==> config.mk <==
export PLATFORM = sky130hd
export DESIGN_NAME = wr_ptr_full_ctrl
export DESIGN_NICKNAME = d
export VERILOG_FILES = /design/src/rtl/wr_ptr_full_ctrl_pkg.sv /design/src/rtl/wr_ptr_full_ctrl_bin2gray.sv /design/src/rtl/wr_ptr_full_ctrl_gray2bin.sv /design/src/rtl/wr_ptr_full_ctrl.sv
export SDC_FILE = /design/constraint.sdc
export NUM_CORES = 1
export LEC_CHECK = 0
export CORE_MARGIN = 3
export CORE_UTILIZATION = 30
export CTS_CLUSTER_DIAMETER = 40
export DETAILED_ROUTE_END_ITERATION = 12
export SETUP_SLACK_MARGIN = 0.5
export SLEW_MARGIN = 20
export SYNTH_ARGS = -nofsm -noshare
export SYNTH_HDL_FRONTEND = slang
export SYNTH_SLANG_ARGS = --single-unit
==> constraint.sdc <==
create_clock -name clk_i -period 3.8 [get_ports clk_i]
set_clock_uncertainty 0.2 [all_clocks]
set_input_delay 0.57 -clock clk_i [delete_from_list [all_inputs] [get_ports clk_i]]
set_output_delay 0.57 -clock clk_i [all_outputs]
set_load 0.005 [all_outputs]
==> src/rtl/wr_ptr_full_ctrl_pkg.sv <==
// Shared async-FIFO constants: pointer width, depth and the default almost-full threshold.
package wr_ptr_full_ctrl_pkg;

  localparam int unsigned ADDR_WIDTH_DEF = 4;
  localparam int unsigned AF_THR_DEF     = 12;

  // Pointers carry one extra bit so full and empty can be told apart.
  function automatic int unsigned ptr_width(input int unsigned addr_width);
    return addr_width + 1;
  endfunction

  function automatic int unsigned fifo_depth(input int unsigned addr_width);
    return 32'd1 << addr_width;
  endfunction

endpackage

==> src/rtl/wr_ptr_full_ctrl_bin2gray.sv <==
// Binary to reflected Gray code converter, purely combinational.
module binary2gray #(
  parameter int unsigned WIDTH = 5
) (
  input  logic [WIDTH-1:0] bin_i,
  output logic [WIDTH-1:0] gray_o
);

  assign gray_o = bin_i ^ (bin_i >> 1);

endmodule

==> src/rtl/wr_ptr_full_ctrl_gray2bin.sv <==
// Gray to binary converter: XOR prefix chain running down from the MSB.
module gray2binary #(
  parameter int unsigned WIDTH = 5
) (
  input  logic [WIDTH-1:0] gray_i,
  output logic [WIDTH-1:0] bin_o
);

  assign bin_o[WIDTH-1] = gray_i[WIDTH-1];

  for (genvar i = WIDTH - 2; i >= 0; i--) begin : g_chain
    assign bin_o[i] = bin_o[i+1] ^ gray_i[i];
  end

endmodule

==> src/rtl/wr_ptr_full_ctrl.sv <==
// Write-side pointer controller of the async FIFO: push qualification, binary/Gray
// write pointer, and pessimistic full/almost-full/fill tracking against the synced read pointer.
module wr_ptr_full_ctrl
  import wr_ptr_full_ctrl_pkg::*;
#(
  parameter int unsigned ADDR_WIDTH      = ADDR_WIDTH_DEF,
  parameter int unsigned ALMOST_FULL_THR = AF_THR_DEF
) (
  input  logic                  clk_i,
  input  logic                  rst_i,
  input  logic                  w_inc_i,
  input  logic [ADDR_WIDTH:0]   rd_gray_sync_i,
  output logic                  w_en_o,
  output logic [ADDR_WIDTH-1:0] w_addr_o,
  output logic [ADDR_WIDTH:0]   wr_gray_ptr_o,
  output logic                  full_o,
  output logic                  almost_full_o,
  output logic [ADDR_WIDTH:0]   fill_level_o,
  output logic                  overflow_o
);

  localparam int unsigned PW = ptr_width(ADDR_WIDTH);

  logic [PW-1:0] wbin_q, wbin_d;
  logic [PW-1:0] wgray_q, wgray_d;
  logic [PW-1:0] fill_q, fill_d;
  logic [PW-1:0] rbin;
  logic [PW-1:0] rgray_full_cmp;
  logic          full_q, full_d;
  logic          af_q, af_d;
  logic          ovf_q, ovf_d;
  logic          w_en;

  gray2binary #(.WIDTH(PW)) u_rd_g2b (
    .gray_i (rd_gray_sync_i),
    .bin_o  (rbin)
  );

  binary2gray #(.WIDTH(PW)) u_wr_b2g (
    .bin_i  (wbin_d),
    .gray_o (wgray_d)
  );

  assign w_en = w_inc_i & ~full_q & ~rst_i;

  // In Gray space, "one full lap ahead" means the top two bits inverted.
  assign rgray_full_cmp = {~rd_gray_sync_i[PW-1:PW-2], rd_gray_sync_i[PW-3:0]};

  always_comb begin
    wbin_d = wbin_q + PW'(w_en);
    fill_d = wbin_d - rbin;
    full_d = (wgray_d == rgray_full_cmp);
    af_d   = (fill_d >= PW'(ALMOST_FULL_THR));
    ovf_d  = w_inc_i & full_q;
  end

  always_ff @(posedge clk_i) begin
    if (rst_i) begin
      wbin_q  <= '0;
      wgray_q <= '0;
      fill_q  <= '0;
      full_q  <= 1'b0;
      af_q    <= 1'b0;
      ovf_q   <= 1'b0;
    end else begin
      wbin_q  <= wbin_d;
      wgray_q <= wgray_d;
      fill_q  <= fill_d;
      full_q  <= full_d;
      af_q    <= af_d;
      ovf_q   <= ovf_d;
    end
  end

  assign w_en_o        = w_en;
  assign w_addr_o      = wbin_q[ADDR_WIDTH-1:0];
  assign wr_gray_ptr_o = wgray_q;
  assign full_o        = full_q;
  assign almost_full_o = af_q;
  assign fill_level_o  = fill_q;
  assign overflow_o    = ovf_q;

endmodule
# == Word level (Yosys, flattened, before mapping) ==
# Cells that the tools add are included.
# W data, S select, Z words.
# totals
reg_bits,18
input_bits,8
output_inout_bits,18
elab_cells,21
# op_classes
n_addsub,2
n_lt_le_gt_ge,1
eq_ne,1
bitwise,11
# op_table
cell,n
$add A5 B1 Y5,1
$eq A5 B5 Y1,1
$ge A5 B4 Y1 const B,1
$sub A5 B5 Y5,1
$xor A5 B4 Y5,1
$xor A1 B1 Y1,4
$and A1 B1 Y1,3
$not A1 Y1,2
$not A2 Y2,1

# == Depth between registers and ports, before layout ==
# Gate-level depths: netlist of the first run.
# logic_depth
depth_word,6
ltp_mapped,11
ltp_nobuf,11

# == Cells and area by module ==
# From an unflattened synthesis of the first run, not the netlist that was laid out.
# hier_totals
hier_cells,88
area_unflattened_um2,914.6
# modules_own_cells
module,instances,cells_each,area_per_inst_um2,seq_area_each_um2
wr_ptr_full_ctrl,1,77,799.5,360.3
gray2binary,1,6,72.6,0.0
binary2gray,1,5,42.5,0.0

# == Worst setup path after synthesis of the first run ==
# Ideal clock, no wire load.
# synth_path
path_type,input to register
startpoint,input rst_i
endpoint,register af_q (netlist: almost_full_o)
setup_ns,0.127
arrival_time_ns,2.662
t_required_ns,3.473
setup_slack_ns,0.811
stages,10
path_buffers,1
path_cell_list,clkbuf_1 -> nor3b_1 -> ha_1 -> ha_1 -> xor2_2 -> ha_1 -> a21o_1 -> a21oi_1 -> xor2_1 -> o2bb2ai_1
# synth_between
elab_chain_len,5
# synth_rtl
item,line,source
from (decl),wr_ptr_full_ctrl.sv:10,"input logic rst_i,"
$not A1 Y1,wr_ptr_full_ctrl.sv:44,assign w_en = w_inc_i & ~full_q & ~rst_i;
$and A1 B1 Y1,wr_ptr_full_ctrl.sv:44,
named net w_en_o,wr_ptr_full_ctrl.sv:13,"output logic w_en_o,"
$add A5 B1 Y5,wr_ptr_full_ctrl.sv:50,wbin_d = wbin_q + PW'(w_en);
named net u_wr_b2g.bin_i[2],wr_ptr_full_ctrl_bin2gray.sv:5,"input logic [WIDTH-1:0] bin_i,"
$sub A5 B5 Y5,wr_ptr_full_ctrl.sv:51,fill_d = wbin_d - rbin;
$ge A5 B4 Y1,wr_ptr_full_ctrl.sv:53,af_d = (fill_d >= PW'(ALMOST_FULL_THR));
to (signal assigned),wr_ptr_full_ctrl.sv:63,af_q <= 1'b0;
to (signal assigned),wr_ptr_full_ctrl.sv:70,af_q <= af_d;
to (decl),wr_ptr_full_ctrl.sv:30,"logic af_q, af_d;"
# The timed path passes the listed nets, and every way through them passes these cells.
# A chain may end at the register's enable or synchronous reset.

# == Worst setup path in the final report of the first run ==
# layout_path
startpoint,input rd_gray_sync_i[4]
endpoint,register af_q (netlist: almost_full_o)
# layout_between
elab_chain_len,6
# layout_rtl
item,line,source
from (decl),wr_ptr_full_ctrl.sv:12,"input logic [ADDR_WIDTH:0] rd_gray_sync_i,"
$xor A1 B1 Y1 (4 in a row),wr_ptr_full_ctrl_gray2bin.sv:12,assign bin_o[i] = bin_o[i+1] ^ gray_i[i];
$sub A5 B5 Y5 *,wr_ptr_full_ctrl.sv:51,
$ge A5 B4 Y1 *,wr_ptr_full_ctrl.sv:53,
# Every way passes the cells marked *; elsewhere a longest branch is shown, timed or not.

==> results of run 1 <==
[logic make-up after synthesis]
kind of cell | share of synthesized area
compound gates | 0.0596
xor+xnor | 0.232
fa+ha+maj | 0.131
buf+inv | 0.0367
flops | 0.416
simple gates | 0.124
[metrics by stage]
step	instance area, um2	hold WS (ns)
6_report	1160	0.322
5_1_grt	1160	0.362
4_1_cts	1140	0.329
3_3_place_gp	1110	0.322
3_5_place_dp	1110	0.320
2_1_floorplan	818	0.309
[flip-flops by register name, indices dropped and copies added (netlist names)]
| name | count |
|---|---|
| wbin_q | 5 |
| wr_gray_ptr_o | 4 |
| overflow_o | 1 |
| almost_full_o | 1 |
| full_o | 1 |
| fill_level_o | 5 |
[metal layers]
| layer | GRT usage | vias to the layer above |
|---|---|---|
| met4 | 0.0695 | 0 |
| met2 | 0.166 | 14 |
| met5 | 0 | - |
| li1 | - | 309 |
| met1 | 0.127 | 271 |
| met3 | 0.0134 | 4 |
[repair_timing]
action                                  in CTS  in global routing
endpoints found under the setup margin       0                  2
endpoints found under the hold margin        0                  0
resized for setup                            0                  3
[cells in the mapped netlist, drive strengths merged]
cell and number:
inv 6, nor3b 1, a2111oi 1, nand3 3, nand2 1, or3 1, and3b 1, buf 1
ha 7, a21oi 2, clkbuf 1, xor2 10, nor2b 3, nor2 11, fa 1, a21o 2
o2bb2ai 1, dfxtp 17, xnor2 10
[report_power, final]
group | internal, mW | switching [mW]
clock | 0.0407 | 0.0515
combinational | 0.0745 | 0.0546
sequential | 0.196 | 0.00466
[area by class of cell]
cell class / count / area share
tap: 30 / 0.0323
inverter: 6 / 0.0194
multi-input combinational: 55 / 0.405
sequential: 17 / 0.293
timing repair buffer: 27 / 0.228
clock buffer: 4 / 0.0226
[how the worst max path moves through the flow]
stage	cells after the start	start	endpoint	slack [ns]
after floorplan	10	rst_i	almost_full_o	0.81
after global placement	12	rd_gray_sync_i[4]	almost_full_o	0.36
after detailed placement	12	rd_gray_sync_i[4]	almost_full_o	0.27
after CTS	12	rd_gray_sync_i[4]	almost_full_o	0.58
after global routing	12	rd_gray_sync_i[4]	almost_full_o	0.53
final	12	rd_gray_sync_i[4]	almost_full_o	0.71
==> impl_metrics.csv, run 1 <==
group,metric,value,unit
route,vias_per_cell,4.30,
final_layout,nets,126,
clocking,hold_buffers,0,
clocking,post_cts_buffers,0,
synthesis,synth.area.top_cells,"dfxtp_1 (42%), ha_1 (11%), xnor2_1 (11%), xor2_1 (8.6%), nor2_1 (5.0%)",
route,top_layer,"met4",
clocking,clk-insertion-delay-late,0.28,ns
floorplan,start_util,0.322,
timing,setup-violations-final,0,
final_layout,syn2layout_area_growth,42.0,%
clocking,htreeDepth,1,
route,drt_iter0_drc,2,
final_layout,layout_common_cells,"clkdlybuf4s50_1 (25), dfxtp_1 (17), nor2_1 (11), xnor2_1 (9), ha_1 (7)",
final_layout,antenna_cells,0,
route,drt_pass1_iterations,2,
placement,dp_slack,0.272,ns
clocking,max-clock-path-buffers,2,
worst_hold_path,min-delay-start,"full_o",
setup_path,crit_arrival,3.06,ns
setup_path,cp_num_buf_inv,2,
floorplan,core,0.00254,mm2
synthesis,synth_warnings,0,
synthesis,yosysUniqueCellTypes,20,
power,power,0.422,mW
synthesis,avgSynthCellArea,10.2,um2
placement,dp_cells,135,
timing,fin_crit_sh,0.812,
setup_path,slowest_delay,0.48,ns
placement,dp_hpwl,1.26,mm
setup_path,reg2reg_slack,1.28,ns
setup_path,reg2reg_depth,8,
floorplan,fp.dieArea,0.00339,mm2
synthesis,synthCells,80,
run,max_cap_viol_count,0,
timing,finalHoldViolCount,0,
worst_hold_path,min_path_cells,1,
setup_path,cp_slowest_cell,"clkdlybuf4s50_1",
route,route.met3.wl,69,um
global_route,grt_max_degree,18,
setup_path,cp-start-kind,"input port",
clocking,path_clk_slew,0.09,ns
final_layout,layout.cells.non_filler,139,
setup_path,cpMostUsedCell,"xor2_2",
final_layout,fillCellCount,249,
timing,finalWorstSetupSlack,0.714,ns
global_route,antenna_found_initial,0,
setup_path,cpLargestDelayFamily,"XOR/XNOR gates",
route,ant_nets,0,
route,route.detailed.wl_per_inst,11.1,um
final_layout,layout_commonest_cell,"clkdlybuf4s50_1",
global_route,grt_pass1_wl,2.57,mm
global_route,track_usage,0.103,
synthesis,yosysSeqAreaShare,0.416,
global_route,grt_pass1_vias,581,
floorplan,io_pins,26,
floorplan,fp.dieH,58.2,um
final_layout,ff_latch_area,340,um2
timing,final_max_slew_viol_count,0,
final_layout,multiInputGateArea,470,um2
setup_path,r2r_start,"full_o",
placement,portBuffers,25,
clocking,root_buffer,"clkbuf_4",
timing,rsz0062_at_grt,"no",
timing,tns,0,ns
route,drc_errors,0,
route,drt-met1-wl,641,um
timing,worstMarginPinSlew,0.392,ns
timing,fmax,324,MHz
setup_path,worstPathMaxFanout,3,
synthesis,synth_seq_cells,17,
setup_path,crit_required,3.77,ns
route,met2WireLength,795,um
worst_hold_path,min_path_type,"flop to flop",
clocking,tritoncts,"done",
synthesis,yosysTopAreaCellShare,0.416,
final_layout,final_util,0.457,
setup_path,cp-end-kind,"flop",
worst_hold_path,min_to,"overflow_o",
power,pwr_density_cell,363,mW/mm2
final_layout,layout-drive-gt1-share,0.101,
global_route,overflow,0,
synthesis,syn-num-nets,96,
power,p_leak,0.496,nW
status,status,"completed",
synthesis,synth_top_area_cell,"dfxtp_1",
synthesis,netlist_area,818,um2
timing,min_period,3.09,ns
setup_path,r2r_end,"full_o",
timing,relSlewSlack,0.738,
power,worst_ir_drop_vdd,223,uV
clocking,cts_made_buffers,3,
floorplan,core.rowCount,18,
route,vias,598,
floorplan,fp.dieW,58.2,um
placement,gp_congestion,0.746,
clocking,cts.sinks,17,
route,totalWireLength,1.55,mm
setup_path,path_class,"input port to flop",
setup_path,path_cells,"clkdlybuf4s50_1 -> xnor2_2 -> xor2_2 -> xor2_2 -> xnor2_1 -> ha_1 -> fa_1 -> inv_1 -> a21o_1 -> a21oi_1 -> xor2_1 -> o2bb2ai_1",
No activity file was read; power rests on OpenSTA's default activity.
==> inputs of run 2 (changes only) <==
==> constraint.sdc (replaced) <==
create_clock -name clk_i -period 2.9 [get_ports clk_i]
set_clock_uncertainty 0.2 [all_clocks]
set_input_delay 0.435 -clock clk_i [delete_from_list [all_inputs] [get_ports clk_i]]
set_output_delay 0.435 -clock clk_i [all_outputs]
set_load 0.005 [all_outputs]
==> run 2 against run 1 <==
Flip-flop and latch count did not move. Combinational power is 68% higher. Via count increased by 10%. Clock power increased by 37%. Power grew 44%.
==> impl_metrics.csv, run 2 (synthesis gave the netlist of run 1 again) <==
group,metric,value,unit
final_layout,layout-drive-gt1-share,0.365,
timing,worstMarginPinSlew,0.322,ns
final_layout,layout.cells.non_filler,156,
clocking,path_clk_slew,0.09,ns
setup_path,path_class,"input port to flop",
global_route,grt_pass1_vias,658,
clocking,root_buffer,"clkbuf_4",
setup_path,cp-end-kind,"flop",
setup_path,cp-start-kind,"input port",
floorplan,io_pins,26,
setup_path,worstPathMaxFanout,2,
floorplan,fp.dieArea,0.00339,mm2
timing,finalWorstSetupSlack,0.556,ns
setup_path,slowest_delay,0.34,ns
clocking,clk-insertion-delay-late,0.28,ns
final_layout,fillCellCount,219,
final_layout,nets,143,
setup_path,cp_slowest_cell,"or3_4",
timing,min_period,2.34,ns
route,totalWireLength,1.73,mm
timing,final_max_slew_viol_count,0,
global_route,grt_pass1_wl,2.81,mm
setup_path,worstSetupEndpoint,"full_o",
global_route,overflow,0,
route,vias,658,
setup_path,worst-path-stages,9,
worst_hold_path,min-delay-start,"w_inc_i",
timing,hold_ws,0.320,ns
route,drt_pass1_iterations,4,
global_route,antenna_found_initial,0,
final_layout,syn2layout_area_growth,74.3,%
final_layout,layout_common_cells,"clkdlybuf4s50_1 (19), buf_4 (19), dfxtp_1 (16), nor2_1 (11), xnor2_1 (8)",
route,drt_iter0_drc,4,
setup_path,cp-startpoint,"w_inc_i",
setup_path,cp_num_buf_inv,1,
clocking,cts.sinks,17,
placement,dp_cells,146,
floorplan,start_util,0.322,
final_layout,antenna_cells,0,
run,max_cap_viol_count,0,
route,ant_nets,0,
power,p_leak,0.598,nW
floorplan,core.rowCount,18,
floorplan,fp.dieH,58.2,um
timing,fmax,427,MHz
global_route,track_usage,0.109,
worst_hold_path,min_path_type,"input port to flop",
global_route,grt_max_degree,18,
placement,dp_hpwl,1.36,mm
setup_path,reg2reg_slack,0.56,ns
floorplan,fp.dieW,58.2,um
timing,finalHoldViolCount,0,
clocking,hold_buffers,0,
setup_path,r2r_start,"full_o",
timing,relSlewSlack,0.785,
clocking,cts_made_buffers,3,
setup_path,path_cells,"clkdlybuf4s15_1 -> nor3b_4 -> ha_2 -> ha_4 -> nand3_4 -> xor2_4 -> xnor2_2 -> or3_4 -> a2111oi_4",
setup_path,crit_required,2.88,ns
floorplan,core,0.00254,mm2
power,power,0.606,mW
setup_path,reg2reg_depth,8,
placement,dp_slack,-0.216,ns
route,route.detailed.wl_per_inst,11.1,um
timing,setup-violations-final,0,
timing,rsz0062_at_grt,"yes",
route,vias_per_cell,4.22,
placement,portBuffers,25,
route,drc_errors,0,
setup_path,crit_arrival,2.33,ns
power,worst_ir_drop_vdd,298,uV
clocking,max-clock-path-buffers,2,
setup_path,r2r_end,"full_o",
clocking,htreeDepth,1,
setup_path,cpLargestDelayFamily,"simple AND/OR/NAND/NOR gates",
clocking,tritoncts,"done",
timing,fin_crit_sh,0.808,
power,pwr_density_cell,425,mW/mm2
status,status,"completed",
placement,gp_congestion,0.727,
## run 2: cell types whose count changed in the layout (fill, tap and decap cells not counted), moves of 2 or more
| cell | change |
|---|---|
| xor2_4 | +2 |
| a21oi_2 | +2 |
| buf_4 | +17 |
| clkdlybuf4s50_1 | -6 |
| ha_4 | +2 |
| a21oi_1 | -2 |
| ha_1 | -4 |
| ha_2 | +2 |
| clkdlybuf4s15_1 | +2 |
| nand3_1 | -2 |
## run 2: how the worst min path moves through the flow
stage | to | depth (start not counted)
5_1_grt | overflow_o | 2
3_5_place_dp | overflow_o | 1
3_3_place_gp | overflow_o | 1
6_report | overflow_o | 2
2_1_floorplan | overflow_o | 1
4_1_cts | overflow_o | 2
## run 2: stage by stage
step | utilization | TNS [ns] | instance area, um2
detailed placement | 0.508 | -0.519 | 1290
floorplan | - | 0 | 937
finish | 0.560 | 0 | 1430
global placement | 0.508 | -0.347 | 1290
CTS | 0.537 | 0 | 1370
global route | 0.560 | 0 | 1430
## run 2: routing by layer
layer / GRT usage / vias to the layer above / part of all wire / routed length, um
met5: 0 / - / 0 / 0
met1: 0.141 / 295 / 0.46 / 788
li1: - / 344 / - / -
met3: 0.0334 / 2 / 0.069 / 119
met2: 0.171 / 17 / 0.47 / 808
met4: 0.0397 / 0 / 0.0052 / 9
## run 2: what timing repair did
action,in CTS,in global routing
pin swaps,15,16
buffers inserted,6,0
setup endpoints to repair,7,4
resized for setup,20,12
## run 2: worst reg2reg max path: cells and delay by family, from the launching register on
family	cells	cell delay, ns
and+or+nand+nor	3	0.63
xor gates and xnor gates	2	0.37
adders and majority gates	2	0.42
DFF	1	0.34
AOI/OAI and AO/OA	1	0.28
## run 2: area by class of cell
class | count | area, um2 | share of cell area
flip-flops and latches | 17 | 342 | 0.239
inverters | 6 | 22.5 | 0.0158
clock buffers | 4 | 26.3 | 0.0184
multi-input cells | 55 | 606 | 0.425
repair buffers | 44 | 393 | 0.275
well taps | 30 | 37.5 | 0.0263
## run 2: where the power goes
part	switching (mW)	internal (mW)	leakage (nW)
combinational	0.0865	0.131	0.444
clock	0.0724	0.0533	0.0150
sequential	0.00638	0.256	0.140
total	0.165	0.440	0.598
